File: src/rtl/uart_pkg.sv
// UART shared definitions: FSM state encoding, frame constants, timing helper.
// Latency: n/a (declarations only).
// Backpressure: n/a.
package uart_pkg;

    localparam int   DATA_BITS = 8;
    localparam logic START_BIT = 1'b0;
    localparam logic STOP_BIT  = 1'b1;

    typedef enum logic [1:0] {
        IDLE  = 2'd0,
        START = 2'd1,
        DATA  = 2'd2,
        STOP  = 2'd3
    } state_e;

    // Cycles from start-bit detection to the start-bit mid-point.
    function automatic int half_bit_clks(input int clks_per_bit);
        return clks_per_bit / 2;
    endfunction

endpackage

File: src/rtl/uart_baud_cnt.sv
// Bit-timing counter: bit_tick on the last cycle of each bit, mid_tick at the half-bit point.
// Latency: strobes are combinational from the counter register.
// Backpressure: none; clear restarts the bit period on the next edge.
// Ports: clk, reset (async active-low), clear (synchronous restart),
//        bit_tick (bit boundary), mid_tick (half-bit point; never fires when half is 0).
module uart_baud_cnt
    import uart_pkg::*;
#(
    parameter int CLKS_PER_BIT = 1
) (
    input  logic clk,
    input  logic reset,
    input  logic clear,
    output logic bit_tick,
    output logic mid_tick
);

    localparam int CW   = (CLKS_PER_BIT > 1) ? $clog2(CLKS_PER_BIT) : 1;
    localparam int HALF = half_bit_clks(CLKS_PER_BIT);

    localparam logic [CW-1:0] LAST = CW'(CLKS_PER_BIT - 1);
    localparam logic [CW-1:0] MID  = CW'((HALF > 0) ? HALF - 1 : 0);
    localparam logic          HAS_MID = (HALF > 0);

    logic [CW-1:0] cnt;

    always_ff @(posedge clk or negedge reset) begin
        if (!reset) begin
            cnt <= '0;
        end else if (clear || bit_tick) begin
            cnt <= '0;
        end else begin
            cnt <= cnt + 1'b1;
        end
    end

    assign bit_tick = (cnt == LAST);
    assign mid_tick = HAS_MID && (cnt == MID);

endmodule

File: src/rtl/uart_trx.sv
// Half-duplex UART: one FSM serves either transmit (rw=0) or receive (rw=1), 8N1 framing.
// Latency: TX frames repeat every 11 bit times; rx_valid strobes on the stop-bit sample.
// Backpressure: none; rx_valid is a single-cycle strobe, TX streams while rw stays 0.
// Ports: clk, reset (async active-low), rw (0=TX,1=RX, sampled in IDLE), databus (TX byte),
//        Rx (serial in, same clock domain), Tx (registered serial out), rx_data, rx_valid, busy.
module uart_trx
    import uart_pkg::*;
#(
    parameter int CLKS_PER_BIT = 1
) (
    input  logic                 clk,
    input  logic                 reset,
    input  logic                 rw,
    input  logic [DATA_BITS-1:0] databus,
    input  logic                 Rx,
    output logic                 Tx,
    output logic [DATA_BITS-1:0] rx_data,
    output logic                 rx_valid,
    output logic                 busy
);

    localparam int BCW = $clog2(DATA_BITS);
    localparam logic [BCW-1:0] BIT_LAST = BCW'(DATA_BITS - 1);

    // With one clock per bit the detecting sample is already the start-bit
    // mid-point, so the receiver steps straight from IDLE into DATA.
    localparam logic NO_START_WAIT = (half_bit_clks(CLKS_PER_BIT) == 0);

    state_e               state;
    logic                 rx_mode;
    logic [DATA_BITS-1:0] shreg;
    logic [BCW-1:0]       bit_cnt;
    logic                 baud_clear;
    logic                 bit_tick;
    logic                 mid_tick;

    // Receive timing is anchored to the start-bit edge: the counter is parked
    // while hunting for a start bit, then restarted at the start-bit mid-point
    // so every following bit_tick lands mid-bit. TX lets it free-run.
    assign baud_clear = ((state == IDLE) && rw) ||
                        ((state == START) && rx_mode && mid_tick);

    uart_baud_cnt #(
        .CLKS_PER_BIT(CLKS_PER_BIT)
    ) u_baud (
        .clk      (clk),
        .reset    (reset),
        .clear    (baud_clear),
        .bit_tick (bit_tick),
        .mid_tick (mid_tick)
    );

    assign busy = (state != IDLE);

    always_ff @(posedge clk or negedge reset) begin
        if (!reset) begin
            state    <= IDLE;
            rx_mode  <= 1'b0;
            shreg    <= '0;
            bit_cnt  <= '0;
            Tx       <= STOP_BIT;
            rx_data  <= '0;
            rx_valid <= 1'b0;
        end else begin
            rx_valid <= 1'b0;
            case (state)
                IDLE: begin
                    // Mode is frozen here for the whole frame that follows.
                    rx_mode <= rw;
                    if (rw) begin
                        Tx <= STOP_BIT;
                        if (Rx == START_BIT) begin
                            shreg   <= '0;
                            bit_cnt <= '0;
                            state   <= NO_START_WAIT ? DATA : START;
                        end
                    end else if (bit_tick) begin
                        // End of the idle bit: capture the byte and start the frame.
                        shreg <= databus;
                        Tx    <= START_BIT;
                        state <= START;
                    end
                end

                START: begin
                    if (rx_mode) begin
                        if (mid_tick) begin
                            state <= (Rx == START_BIT) ? DATA : IDLE;
                        end
                    end else if (bit_tick) begin
                        Tx      <= shreg[0];
                        bit_cnt <= '0;
                        state   <= DATA;
                    end
                end

                DATA: begin
                    if (bit_tick) begin
                        // Shift right in both modes: TX keeps the bit on the line
                        // in shreg[0], RX fills from the top so bit 0 lands last at [0].
                        if (rx_mode) begin
                            shreg <= {Rx, shreg[DATA_BITS-1:1]};
                        end else begin
                            shreg <= {1'b0, shreg[DATA_BITS-1:1]};
                        end
                        if (bit_cnt == BIT_LAST) begin
                            bit_cnt <= '0;
                            state   <= STOP;
                            if (!rx_mode) begin
                                Tx <= STOP_BIT;
                            end
                        end else begin
                            bit_cnt <= bit_cnt + 1'b1;
                            if (!rx_mode) begin
                                Tx <= shreg[1];
                            end
                        end
                    end
                end

                STOP: begin
                    if (bit_tick) begin
                        // A low stop sample is a framing error: the byte is dropped.
                        if (rx_mode && (Rx == STOP_BIT)) begin
                            rx_data  <= shreg;
                            rx_valid <= 1'b1;
                        end
                        state <= IDLE;
                    end
                end

                default: state <= IDLE;
            endcase
        end
    end

endmodule

File: config.mk
export PLATFORM = sky130hd
export DESIGN_NAME = uart_trx
export DESIGN_NICKNAME = d
export VERILOG_FILES = /design/src/rtl/uart_pkg.sv /design/src/rtl/uart_baud_cnt.sv /design/src/rtl/uart_trx.sv
export SDC_FILE = /design/constraint.sdc
export NUM_CORES = 1
export LEC_CHECK = 0
export BUFFER_PORTS_ARGS = -buffer_cell sky130_fd_sc_hd__buf_2
export CAP_MARGIN = 20
export CORE_MARGIN = 2
export CORE_UTILIZATION = 50
export DETAILED_ROUTE_END_ITERATION = 6
export HOLD_SLACK_MARGIN = 0.15
export PLACE_DENSITY = 0.68
export REMOVE_ABC_BUFFERS = 1
export SYNTH_ARGS = -nofsm -noshare
export SYNTH_HDL_FRONTEND = slang
export SYNTH_HIERARCHICAL = 1
export SYNTH_SLANG_ARGS = --single-unit
export TNS_END_PERCENT = 20
File: constraint.sdc
create_clock -name clk -period 3.4 [get_ports clk]
set_clock_uncertainty 0.15 [all_clocks]
set_input_delay 0.51 -clock clk [delete_from_list [all_inputs] [get_ports clk]]
set_output_delay 0.51 -clock clk [all_outputs]
set_load 0.005 [all_outputs]
==> impl_metrics.toml <==
[final_layout]
syn_to_final_growth_pct = 9.57
fillCellCount = 198
nets = 180
layout-drive-gt1-share_pct = 23.3
fin_cells = 189
n_antenna_cell = 0

[sta]
fin_crit_sh_pct = 68.1
max_freq_ghz = 0.432
fin_crit_ns = 2.32
worst_slack_ns = 1.08
hold_viol_final = 0
drv_slew = 0
hold_ws_ns = 0.295
worst_pin_slew_ns = 0.681
slew_headroom_pct = 54.6
rsz0062_at_grt = "no"
fin_tns_setup_ns = 0
setup_viol_count_final = 0

[route]
drtIter0Drc = 17
first_pass_iters = 4
wire_per_inst_um = 13.7
vias = 1020
postRouteAntennaNets = 0
routed_wl_mm = 2.58
drc_errors = 0
drt-vias-per-instance = 5.40

[pwr]
p_leak_nw = 0.759
peakVddDrop_v = 0.000599
power.density_nw_per_um2 = 819
power_mw = 1.20

[setup_path]
crit_arrival_ns = 2.37
startpoint_type = "flip-flop"
cp_top_family = "compound AO/OA/AOI/OAI gates"
cp_slowest_cell = "ha_1"
required_ns = 3.45
path_class = "flip-flop to flip-flop"
crit_buf_inv = 1
path_cells = "inv_1, ha_1, nor2b_1, o221ai_2, o21ai_0"
cp-end-kind = "flip-flop"
crit_path_max_fanout = 21
slowest_delay_ns = 0.62

[synth]
ys_warn_count = 6
synthCells = 138
netlist_area_um2 = 1330
synth.avg_cell_area_um2 = 9.67

[placement]
portBuffers = 22
dp_slack_ns = 1.09
dp_hpwl_mm = 1.86
gp_congestion = 0.799
dp_cells = 184

[grt]
grt_max_degree = 26
grt_overflow = 0
antenna_found_initial = 0
grt_pass1_vias = 1051
grt_use_total_pct = 18.6
grt_first_pass_wirelength_mm = 4.57

[clock_network]
clockRootBuffer = "clkbuf_4"
clk_pin_slew_ns = 0.14
tritoncts = "yes"
cts_buffers = 3
post_cts_buffers = 0
cts_htree_levels = 1
clock-sinks = 25
clkLatencyLatePin_ns = 0.33
cts-resized-gates = 0
clock_path_buffers = 2

[die]
io_pins = 23
die_x_um = 55.7
die_h_um = 55.7
initial_core_util_pct = 53.4
core_area_um2 = 2500
die_area_um2 = 3100
fp-row-count = 18

[run]
maxCapViolations = 0

[hold_path]
holdCritPathClass = "input pin to flip-flop"

[outcome]
run_status = "complete, no violations"
==> stage by stage <==
stage | util, % | cell area (um2)
2_1_floorplan | - | 1280
3_3_place_gp | 57.0 | 1420
3_5_place_dp | 57.0 | 1420
4_1_cts | 58.5 | 1460
5_1_grt | 58.5 | 1460
6_report | 58.5 | 1460
==> metal layers <==
metal  vias up  GRT usage (%)  routed length (um)
met2        26           32.3                1290
met5         -              0                   0
met1       487           22.8                1120
met4         0           7.67                  61
met3         7           3.26                 111
li1        500              -                   -
==> tightest hold or removal path, cell delays in order <==
cell and delay [ns]:
buf_2 0.08, a22oi_1 0.05, o21ai_1 0.11
==> sequential cells by signal, indices dropped and copies added, names as in the netlist <==
signal	flops
shreg	8
rx_valid	1
rx_data	8
state	2
u_baud/cnt	1
bit_cnt	3
rx_mode	1
Tx	1
==> cell usage in the layout, fill, tap and decap left out, drive strengths merged <==
cell type	instances
ha	8
or2	1
nor2	2
mux2i	3
o21ai	13
nor3b	2
inv	7
a32oi	1
conb	2
nor2b	3
clkbuf	3
o211ai	2
clkinv	2
dfrtp	24
a31oi	1
dfstp	1
nand2	39
a22oi	6
mux2	3
a21oi	6
nand2b	2
dlygate4sd3	1
nand4	1
o221ai	1
nand3	2
buf	22
a22o	1
==> worst paths after layout <==
path / from / to / slack [ns] / depth (start not counted)
setup / recovery: state[0] / shreg[3] / 1.08 / 5
hold / removal: databus[6] / shreg[6] / 0.29 / 3
setup reg to reg: state[0] / shreg[3] / 1.08 / 5
hold reg to reg: rx_data[4] / rx_data[4] / 0.34 / 2
max in group asynchronous: reset / Tx / 2.20 / 2
min in group asynchronous: reset / rx_data[0] / 0.53 / 2
==> power by group <==
part,internal [mW],total (mW),switching [mW]
logic,0.259,0.567,0.309
registers,0.410,0.490,0.0805
clock network,0.0443,0.139,0.0946
total,0.713,1.20,0.484
==> layout make-up <==
class | count | area (um2) | share of cell area, %
timing repair buffer | 23 | 120 | 8.22
inverter | 8 | 30.0 | 2.05
clock inverter | 1 | 5.00 | 0.342
clock buffer | 3 | 22.5 | 1.54
tap | 30 | 37.5 | 2.57
multi-input combinational | 99 | 619 | 42.4
sequential | 25 | 627 | 42.9
==> repair_timing <==
item | in CTS | in global routing
setup endpoints to repair | 0 | 0
hold buffers | 1 | 0
hold endpoints to repair | 24 | 0
(Power assumes the default switching activity.)
